--- src/rtl/soc_bus_fabric_pkg.sv ---
// Shared types and defaults for the data-side bus fabric: FSM encoding,
// default region codes and default bus widths.
package soc_bus_pkg;

  typedef enum logic [1:0] {
    ST_IDLE = 2'd0,
    ST_WAIT = 2'd1,
    ST_ERR  = 2'd2
  } bus_state_t;

  localparam logic [3:0] REG_RAM  = 4'h4;
  localparam logic [3:0] REG_ROM  = 4'h0;
  localparam logic [3:0] REG_UART = 4'he;
  localparam logic [3:0] REG_GPIO = 4'hd;

  localparam int DEF_DW = 32;
  localparam int DEF_AW = 32;

endpackage

--- src/rtl/soc_bus_fabric_if.sv ---
// Core RAM-port side and slave-side signals of the bus fabric.
// The fabric uses the slave modport; the core/slave environment uses master.
interface soc_bus_fabric_if #(
  parameter int N_SLV = 4,
  parameter int DW    = 32,
  parameter int AW    = 32
);
  logic [AW-1:0]       m_addr;
  logic                m_cen;
  logic                m_wen;
  logic [DW/8-1:0]     m_flag;
  logic [DW-1:0]       m_wdata;
  logic [DW-1:0]       m_rdata;
  logic                m_wait;
  logic                m_abort;
  logic [N_SLV-1:0]    s_ce;
  logic [AW-1:0]       s_addr;
  logic                s_wen;
  logic [DW/8-1:0]     s_flag;
  logic [DW-1:0]       s_wdata;
  logic [N_SLV*DW-1:0] s_rdata;
  logic [N_SLV-1:0]    s_wait;

  modport master (
    output m_addr, m_cen, m_wen, m_flag, m_wdata, s_rdata, s_wait,
    input  m_rdata, m_wait, m_abort, s_ce, s_addr, s_wen, s_flag, s_wdata
  );

  modport slave (
    input  m_addr, m_cen, m_wen, m_flag, m_wdata, s_rdata, s_wait,
    output m_rdata, m_wait, m_abort, s_ce, s_addr, s_wen, s_flag, s_wdata
  );
endinterface

--- src/rtl/soc_bus_fabric_wait_timer.sv ---
// Saturating wait-cycle counter: start loads 1 (first stalled cycle),
// inc advances, clear zeroes; timeout is high while the count equals LIMIT.
module bus_wait_timer #(
  parameter  int LIMIT = 255,
  localparam int CW    = $clog2(LIMIT + 1)
) (
  input  logic          clk,
  input  logic          rst,
  input  logic          start,
  input  logic          clear,
  input  logic          inc,
  output logic [CW-1:0] cnt,
  output logic          timeout
);

  assign timeout = (cnt == CW'(LIMIT));

  always_ff @(posedge clk) begin
    if (rst)                 cnt <= '0;
    else if (clear)          cnt <= '0;
    else if (start)          cnt <= CW'(1);
    else if (inc && !timeout) cnt <= cnt + CW'(1);
  end

endmodule

--- src/rtl/soc_bus_fabric.sv ---
// N-slave data-side bus fabric: region decode, registered read mux, wait
// arbitration with timeout and abort. SOC_BUS_ERR_CAPTURE_EN adds abort capture.
module soc_bus_fabric
  import soc_bus_pkg::*;
#(
  parameter int N_SLV    = 4,
  parameter int DW       = DEF_DW,
  parameter int AW       = DEF_AW,
  parameter int RSEL_LSB = 28,
  parameter logic [N_SLV*(AW-RSEL_LSB)-1:0] SLV_REGION = {REG_GPIO, REG_UART, REG_ROM, REG_RAM},
  parameter int DEFAULT_SLV = 0,
  parameter int TIMEOUT_CYC = 255
) (
  input  logic          clk,
  input  logic          rst,
`ifdef SOC_BUS_ERR_CAPTURE_EN
  output logic [AW-1:0] err_addr,
  output logic          err_wr,
  output logic          err_valid,
  input  logic          err_clr,
`endif
  soc_bus_fabric_if.slave bus
);

  localparam int RW = AW - RSEL_LSB;
  localparam int CW = $clog2(TIMEOUT_CYC + 1);
  localparam logic [N_SLV-1:0] DEF_ONEHOT = N_SLV'(1) << DEFAULT_SLV;

  bus_state_t       state;
  logic [N_SLV-1:0] hit, ce, sel_d, wsel;
  logic [RW-1:0]    region;
  logic [DW-1:0]    rdata;
  logic             unmapped, stall, wait_hit, tmo, abort_evt, abort_q;
  logic             t_start, t_clear, t_inc;
  logic [CW-1:0]    cnt;

  assign region = bus.m_addr[AW-1:RSEL_LSB];

  for (genvar i = 0; i < N_SLV; i++) begin : g_hit
    assign hit[i] = bus.m_cen && (region == SLV_REGION[i*RW +: RW]);
  end

  // Scan downwards so the lowest matching index is the last one written.
  always_comb begin
    ce = '0;
    for (int i = N_SLV - 1; i >= 0; i--) begin
      if (hit[i]) begin
        ce    = '0;
        ce[i] = 1'b1;
      end
    end
  end

  assign unmapped = bus.m_cen && (hit == '0);
  assign wait_hit = |(wsel & bus.s_wait);

  always_comb begin
    case (state)
      ST_IDLE: stall = |(ce & bus.s_wait);
      ST_WAIT: stall = wait_hit && !tmo;
      default: stall = 1'b0;
    endcase
  end

  // A slave releasing on the limit cycle completes normally.
  assign abort_evt = (state == ST_WAIT) ? (wait_hit && tmo) : unmapped;

  assign t_start = (state == ST_IDLE) && stall;
  assign t_inc   = (state == ST_WAIT) && wait_hit && !tmo;
  assign t_clear = (state == ST_WAIT) && (!wait_hit || tmo);

  bus_wait_timer #(.LIMIT(TIMEOUT_CYC)) u_timer (
    .clk     (clk),
    .rst     (rst),
    .start   (t_start),
    .clear   (t_clear),
    .inc     (t_inc),
    .cnt     (cnt),
    .timeout (tmo)
  );

  always_ff @(posedge clk) begin
    if (rst) begin
      state   <= ST_IDLE;
      sel_d   <= DEF_ONEHOT;
      wsel    <= '0;
      abort_q <= 1'b0;
    end else begin
      abort_q <= abort_evt;
      if (!stall) sel_d <= ce;
      case (state)
        ST_IDLE: if (stall) begin
          state <= ST_WAIT;
          wsel  <= ce;
        end
        ST_WAIT: begin
          if (!wait_hit) state <= ST_IDLE;
          else if (tmo)  state <= ST_ERR;
        end
        ST_ERR:  state <= ST_IDLE;
        default: state <= ST_IDLE;
      endcase
    end
  end

  always_comb begin
    rdata = '0;
    for (int i = 0; i < N_SLV; i++)
      if (sel_d[i]) rdata = bus.s_rdata[i*DW +: DW];
  end

  assign bus.m_rdata = rdata;
  assign bus.m_wait  = stall;
  assign bus.m_abort = abort_q;
  assign bus.s_ce    = ce;
  assign bus.s_addr  = bus.m_addr;
  assign bus.s_wen   = bus.m_wen;
  assign bus.s_flag  = bus.m_flag;
  assign bus.s_wdata = bus.m_wdata;

`ifdef SOC_BUS_ERR_CAPTURE_EN
  // First abort wins; a clear in the same cycle as an abort leaves it empty.
  always_ff @(posedge clk) begin
    if (rst) begin
      err_addr  <= '0;
      err_wr    <= 1'b0;
      err_valid <= 1'b0;
    end else if (err_clr) begin
      err_valid <= 1'b0;
    end else if (abort_evt && !err_valid) begin
      err_valid <= 1'b1;
      err_addr  <= bus.m_addr;
      err_wr    <= bus.m_wen;
    end
  end
`endif

endmodule

--- src/flat_wrapper.sv ---
// flat-port wrapper written by rule: the top's interface ports become plain ports
module soc_bus_fabric_flat import soc_bus_pkg::*;
#(
  parameter int N_SLV    = 4,
  parameter int DW       = DEF_DW,
  parameter int AW       = DEF_AW,
  parameter int RSEL_LSB = 28,
  parameter logic [N_SLV*(AW-RSEL_LSB)-1:0] SLV_REGION = {REG_GPIO, REG_UART, REG_ROM, REG_RAM},
  parameter int DEFAULT_SLV = 0,
  parameter int TIMEOUT_CYC = 255
)
  (clk, rst, bus_m_addr, bus_m_cen, bus_m_wen, bus_m_flag, bus_m_wdata, bus_s_rdata, bus_s_wait, bus_m_rdata, bus_m_wait, bus_m_abort, bus_s_ce, bus_s_addr, bus_s_wen, bus_s_flag, bus_s_wdata);
  soc_bus_fabric_if #(.N_SLV(N_SLV), .DW(DW), .AW(AW)) bus_i ();
  input  logic clk;
  input  logic rst;
  input wire logic [$bits(bus_i.m_addr)-1:0] bus_m_addr;
  input wire logic [$bits(bus_i.m_cen)-1:0] bus_m_cen;
  input wire logic [$bits(bus_i.m_wen)-1:0] bus_m_wen;
  input wire logic [$bits(bus_i.m_flag)-1:0] bus_m_flag;
  input wire logic [$bits(bus_i.m_wdata)-1:0] bus_m_wdata;
  input wire logic [$bits(bus_i.s_rdata)-1:0] bus_s_rdata;
  input wire logic [$bits(bus_i.s_wait)-1:0] bus_s_wait;
  output wire logic [$bits(bus_i.m_rdata)-1:0] bus_m_rdata;
  output wire logic [$bits(bus_i.m_wait)-1:0] bus_m_wait;
  output wire logic [$bits(bus_i.m_abort)-1:0] bus_m_abort;
  output wire logic [$bits(bus_i.s_ce)-1:0] bus_s_ce;
  output wire logic [$bits(bus_i.s_addr)-1:0] bus_s_addr;
  output wire logic [$bits(bus_i.s_wen)-1:0] bus_s_wen;
  output wire logic [$bits(bus_i.s_flag)-1:0] bus_s_flag;
  output wire logic [$bits(bus_i.s_wdata)-1:0] bus_s_wdata;
  assign bus_i.m_addr = bus_m_addr;
  assign bus_i.m_cen = bus_m_cen;
  assign bus_i.m_wen = bus_m_wen;
  assign bus_i.m_flag = bus_m_flag;
  assign bus_i.m_wdata = bus_m_wdata;
  assign bus_i.s_rdata = bus_s_rdata;
  assign bus_i.s_wait = bus_s_wait;
  assign bus_m_rdata = bus_i.m_rdata;
  assign bus_m_wait = bus_i.m_wait;
  assign bus_m_abort = bus_i.m_abort;
  assign bus_s_ce = bus_i.s_ce;
  assign bus_s_addr = bus_i.s_addr;
  assign bus_s_wen = bus_i.s_wen;
  assign bus_s_flag = bus_i.s_flag;
  assign bus_s_wdata = bus_i.s_wdata;
  soc_bus_fabric #(.N_SLV(N_SLV), .DW(DW), .AW(AW), .RSEL_LSB(RSEL_LSB), .SLV_REGION(SLV_REGION), .DEFAULT_SLV(DEFAULT_SLV), .TIMEOUT_CYC(TIMEOUT_CYC)) u_core (.clk(clk), .rst(rst), .bus(bus_i));
endmodule
--- config.mk ---
export PLATFORM = sky130hd
export DESIGN_NAME = soc_bus_fabric_flat
export DESIGN_NICKNAME = d
export VERILOG_FILES = /design/src/rtl/soc_bus_fabric_pkg.sv /design/src/rtl/soc_bus_fabric_if.sv /design/src/rtl/soc_bus_fabric_wait_timer.sv /design/src/rtl/soc_bus_fabric.sv /design/src/flat_wrapper.sv
export SDC_FILE = /design/constraint.sdc
export NUM_CORES = 1
export LEC_CHECK = 0
export CAP_MARGIN = 20
export CORE_AREA = 5 5 117 119
export DETAILED_ROUTE_END_ITERATION = 10
export DIE_AREA = 0 0 122 124
export PLACE_DENSITY = 0.68
export SYNTH_ARGS = -nofsm -noshare
export SYNTH_HDL_FRONTEND = slang
export SYNTH_SLANG_ARGS = --single-unit
export TNS_END_PERCENT = 30
--- constraint.sdc ---
create_clock -name clk -period 2 [get_ports clk]
set_input_delay 0.4 -clock clk [delete_from_list [all_inputs] [get_ports clk]]
set_output_delay 0.4 -clock clk [all_outputs]
set_load 0.005 [all_outputs]
Yosys cells after proc, flatten, opt, wreduce, memory -nomap -nowiden --
Cells that the tools add are included.
Cells by class: $add $sub $neg 1, eq/ne operators 7, multiplexer cells 16, bitwise logic cells 2, reductions and logical operators 25
Operators by type and width (count):
- 2-to-1 mux 32 bit | 4
- 2-to-1 mux 4 bit | 4
- logical AND 1 bit | 12
- adder 8 x 1 -> 8 bit, second input constant | 1
- bitwise AND 4 bit | 2
- == test 4 bit, second input constant | 2
- == test 8 bit, second input constant | 1
- logical NOT 4 bit | 2
- OR reduction 4 bit | 2
- 2-to-1 mux 2 bit | 3
- == test 4 x 3 -> 1 bit, second input constant | 1
- case mux 2 bit (2 select lines) | 1
- AND reduction 2 bit | 2
- 2-to-1 mux 1 bit | 3
- inequality test 3 bit, second input constant | 1
- OR reduction 3 bit | 1
- == test 2 x 1 -> 1 bit, second input constant | 1
- logical NOT 1 bit | 2
- logical NOT 2 bit | 1
- inequality test 2 x 1 -> 1 bit, second input constant | 1
- case mux 1 bit (2 select lines) | 1
- nonzero test 2 bit | 1
- OR reduction 2 bit | 1
- logical OR 1 bit | 1
Storage, ports and cells: bits in registers 19, bits of input ports 204, output and inout bits 107, word-level logic and storage cells 57

Depth between registers and ports, before layout --
word-level depth 11, mapped depth 8, gate-level depth less buffers 6

Cells and area by module --
Synthesis repeated with hierarchy kept, for this count alone.
Second synthesis, totals: cells, all modules 339, area total of the unflattened synthesis 2491.1 um^2
By module, submodules not included:
- soc_bus_fabric | instances 1, cells an instance 287, area each 2050.7 um^2, sequential area each 220.2 um^2
- bus_wait_timer | instances 1, cells an instance 52, area each 440.4 um^2, sequential area each 160.2 um^2

Least setup slack after synthesis --
Ideal clock, no wire load.
path type reg2out, start register u_core.sel_d[1], end output bus_m_rdata[15], arrival 1.382 ns, required time 1.600 ns, slack 0.218 ns, cell stages (with the launch flop) 9, path buffers 3, path through dfxtp_1 clkbuf_1 nor2b_1 clkbuf_1 clkbuf_1 a22oi_1 nor2_1 a21oi_1 o21ai_0
On the way: word-level cells in the longest chain between the ends 3
RTL lines:
- from (decl) | line soc_bus_fabric.sv:30 | logic [N_SLV-1:0] hit, ce, sel_d, wsel;
- from (signal assigned) | line soc_bus_fabric.sv:85 | sel_d <= DEF_ONEHOT;
- from (signal assigned) | line soc_bus_fabric.sv:90 | if (!stall) sel_d <= ce;
- 2-to-1 mux 32 bit (3 in a row) | line soc_bus_fabric.sv:109 | if (sel_d[i]) rdata = bus.s_rdata[i*DW +: DW];
- to (decl) | line flat_wrapper.sv:23 | output wire logic [$bits(bus_i.m_rdata)-1:0] bus_m_rdata;
No other way between the ends.

Final worst setup path --
start register u_core.sel_d[0], end output bus_m_rdata[20]
On the way: word-level cells in the longest chain between the ends 4
RTL lines (line):
- 2-to-1 mux 32 bit (4 in a row) | soc_bus_fabric.sv:109
No other way between the ends.

==> results.rst <==
.. list-table::
   :header-rows: 1

   * - Metric
     - Value
   * - Outcome
     - finished clean
   * - Power per standard cell area
     - 337 mW/mm²
   * - Layout fillers
     - 1,278
   * - H-tree Lvls
     - 1
   * - P_leak
     - 1.70 nW
   * - Total vias in the final route
     - 3,076
   * - Setup clock skew after layout
     - 6.98 ps
   * - Nets@finish
     - 702
   * - Number of storage elements in the synthesis netlist
     - 19
   * - Cell with the most instances on the worst path
     - sky130_fd_sc_hd__buf_12
   * - Number of stages on the worst hold path
     - 2
   * - Ant. Diodes
     - 0
   * - Core area
     - 0.0125 mm²
   * - Class of the tightest hold or removal check
     - reg2reg
   * - Initial Util
     - 18.8%
   * - Post-DRT Antenna Nets
     - 0
   * - Die Span Y
     - 124 µm
   * - Per-cell routed wire length
     - 18.8 µm
   * - Switching part of the total power
     - 26.2%
   * - Residual DRC
     - 0
   * - Peak fanout along the critical path
     - 6
   * - Clock insertion delay at the later pin of the skew report
     - 250 ps
   * - Worst hold margin
     - 478 ps
   * - Highest-count cells in the layout ignoring fill and taps
     - sky130_fd_sc_hd__clkdlybuf4s50_1 (135), sky130_fd_sc_hd__nor2_1 (45), sky130_fd_sc_hd__nand2_1 (40)
   * - Post-synth top flop
     - sky130_fd_sc_hd__dfxtp_1
   * - Number of rows created at floorplan
     - 41
   * - RR Startpoint
     - u_core.wsel[0]
   * - Yosys Warn Count
     - 0
   * - Proportion of power drawn by flip-flops and latches
     - 26.2%
   * - Area growth from synthesis to final layout
     - 86.3%
   * - Total wirelength of the detailed-routed design
     - 12.6 mm
   * - Relative max-transition margin
     - 76.6%
   * - Gate count of the mapped netlist
     - 359
   * - Clock Tree Buf Depth
     - 2
   * - Die span in x
     - 122 µm
   * - Proportion of layout cells with a drive suffix above 1
     - 28.4%
   * - First-pass iteration count of the detailed router
     - 4
   * - R2R setup slack
     - 220 ps
   * - Worst-margin pin slew
     - 348 ps
   * - Antenna violations before repair
     - 0
   * - Count of buffers inserted at the top-level ports
     - 180
   * - Buf/Inv on CP
     - 4
   * - Highest Clock Rate
     - 0.501 GHz
   * - Worst setup EP type
     - output pin
   * - Critical Path Start Type
     - register
   * - Nets in the synthesized netlist
     - 564
   * - Sw Pwr
     - 0.386 mW
   * - Time the worst path needs with I/O delays and setup
     - 2000 ps
   * - RSZ-0062 raised after global routing
     - yes
   * - Total clock buffers created by CTS
     - 3
   * - Max rail drop VDD
     - 0.228 mV
   * - HPWL Detailed
     - 9.60 mm
   * - Endpoint of the worst hold path
     - u_core.wsel[2]
   * - Global-route wire length before repair
     - 17.7 mm
   * - Total grt overflow
     - 0
   * - Post-layout total power
     - 1.47 mW
   * - Clock net sink count
     - 19
   * - Count of cell types in the netlist
     - 37
   * - GRT Util Overall
     - 15.1%
   * - Final hold viol count
     - 0
   * - Final worst path period share
     - 99.8%
   * - Clock tree from TritonCTS
     - built
   * - Most common library cell in the layout ignoring fill and taps
     - sky130_fd_sc_hd__clkdlybuf4s50_1
   * - Crit-path slowest cell
     - sky130_fd_sc_hd__dfxtp_2
   * - Share of total power in combinational logic
     - 45.4%
   * - Seq/Total Area, Yosys
     - 16.2%
   * - Length in cells of the worst reg-to-reg path
     - 10
   * - Vias per cell
     - 4.60
   * - Placer Congestion
     - 0.838
   * - Family with the most delay on the worst path
     - buffers and inverters
   * - Required time reported for the critical path endpoint
     - 1600 ps
   * - Area of the die
     - 0.0151 mm²
   * - IO Pins
     - 311
   * - Cells along the critical path
     - nor2b_4 > buf_12 > buf_12 > buf_16 > a22oi_2 > nor2_1 > a21oi_1 > o21ai_1 > buf_2
   * - Setup TNS Final
     - 0 ps
   * - Endpoints failing setup
     - 0
   * - Async set or reset register ratio after synthesis
     - 0%
   * - Vias in the first global route
     - 3,097
   * - Total count of max-transition violations in the final report
     - 0
   * - Signal arrival time at the worst endpoint
     - 1600 ps
   * - Clock root buffer
     - sky130_fd_sc_hd__clkbuf_16
   * - Number of enable flip-flop cells after synthesis
     - 0
   * - Startpoint of the most critical hold path
     - u_core.wsel[2]
   * - Crit Reg-Reg Endpoint
     - u_core.sel_d[0]
   * - Crit Path Class
     - reg2out
   * - Internal power
     - 1.09 mW
   * - Clock-pin slew reported for the worst setup and hold paths after clock tree synthesis
     - 60 ps
   * - Largest net degree at the start of global routing
     - 37
   * - Iteration-0 DRC Markers
     - 133
   * - Number of max-cap violations
     - 0
   * - Crit-path max cell delay
     - 320 ps
   * - Clock network power share
     - 28.4%
   * - Syn Std Cell Area
     - 0.00234 mm²
   * - Synthesized area divided by synthesized cell count
     - 6.53 µm²
## Yosys cell counts, drive strengths merged, types with 2 or more instances
| library cell | instances | area share [%] |
|---|---|---|
| nor4 | 4 | 1.1 |
| o21ai | 37 | 8.2 |
| nand3 | 7 | 1.5 |
| dfxtp | 19 | 16 |
| nand2 | 42 | 6.7 |
| nor2 | 48 | 7.8 |
| mux2i | 5 | 2.1 |
| clkbuf | 18 | 2.9 |
| nor3 | 3 | 0.64 |
| a21oi | 39 | 8.8 |
| xnor2 | 7 | 2.6 |
| a22o | 2 | 0.75 |
| buf | 76 | 24 |
| nor2b | 3 | 0.80 |
| a22oi | 32 | 10 |
| o22ai | 2 | 0.80 |
| and3 | 3 | 0.80 |
## kinds of logic after synthesis
kind of cell,Yosys count,share of synthesized area (%)
buffers and inverters,94,26.6
multiplexers,5,2.13
adder cells (fa/ha/maj),1,0.534
AND/OR/NAND/NOR,117,21.8
AO/OA/AOI/OAI,116,30.1
XOR/XNOR,7,2.61
flip-flops,19,16.2
## metal layers
layer	up-vias	part of all wire (%)	track usage, %
met5	-	0	0
met4	0	2.6	4.69
met3	36	14	8.36
met2	185	50	26.1
met1	1399	33	15.7
li1	1456	-	-
## how the worst max path moves through the flow
| stage | start | slack [ps] | cells after the start | to |
|---|---|---|---|---|
| global placement | bus_m_addr[31] | -630 | 6 | bus_m_wait |
| detailed placement | bus_m_addr[31] | -700 | 6 | bus_m_wait |
| floorplan | u_core.sel_d[1] | 220 | 8 | bus_m_rdata[15] |
| CTS | u_core.sel_d[0] | -90 | 9 | bus_m_rdata[1] |
| finish | u_core.sel_d[0] | 3 | 9 | bus_m_rdata[20] |
| global route | u_core.sel_d[0] | -100 | 8 | bus_m_rdata[16] |
## per-stage QoR
step           utilization, %  instances  instance area [µm²]  setup slack [ps]
3_5_place_dp             32.8        650                 4080              -695
3_3_place_gp             32.8        650                 4080              -632
2_1_floorplan               -        359                 2340               218
6_report                 35.0        668                 4370              3.14
4_1_cts                  35.3        667                 4400             -85.5
5_1_grt                  35.0        668                 4370              -102
## tightest hold or removal path, stage by stage (launching register included)
cell and delay, ps:
sky130_fd_sc_hd__dfxtp_1 310, sky130_fd_sc_hd__nand2_1 60, sky130_fd_sc_hd__a21oi_1 60
## sequential cells by signal, summed over array words and instances, names as in the netlist
register / cells
u_core.u_timer.cnt: 8
u_core.sel_d: 4
u_core.wsel: 4
u_core.state: 2
u_core.bus.m_abort: 1
## area by class of cell
class                      instances  area (µm²)  area share (%)
tap                              172         215            4.93
timing repair buffer             227        2150            49.2
multi-input combinational        246        1540            35.2
clock buffer                       4        78.8            1.80
sequential                        19         390            8.93
## power by group through the flow
stage               registers (mW)  clock network [mW]  logic [mW]
floorplan                    0.394                   0       0.265
global placement             0.395                   0       0.613
detailed placement           0.395                   0       0.623
CTS                          0.386               0.431       0.677
global route                 0.387               0.445       0.719
finish                       0.386               0.417       0.669
## timing repair
item / in CTS / in global routing
endpoints found under the hold margin: 0 / 0
hold buffers: 0 / 0
cloned: 3 / 0
gates resized for setup: 153 / 50
setup buffers: 10 / 3
endpoints found under the setup margin: 39 / 35
pin swaps: 15 / 19
Power figures use the tool's default switching activity.
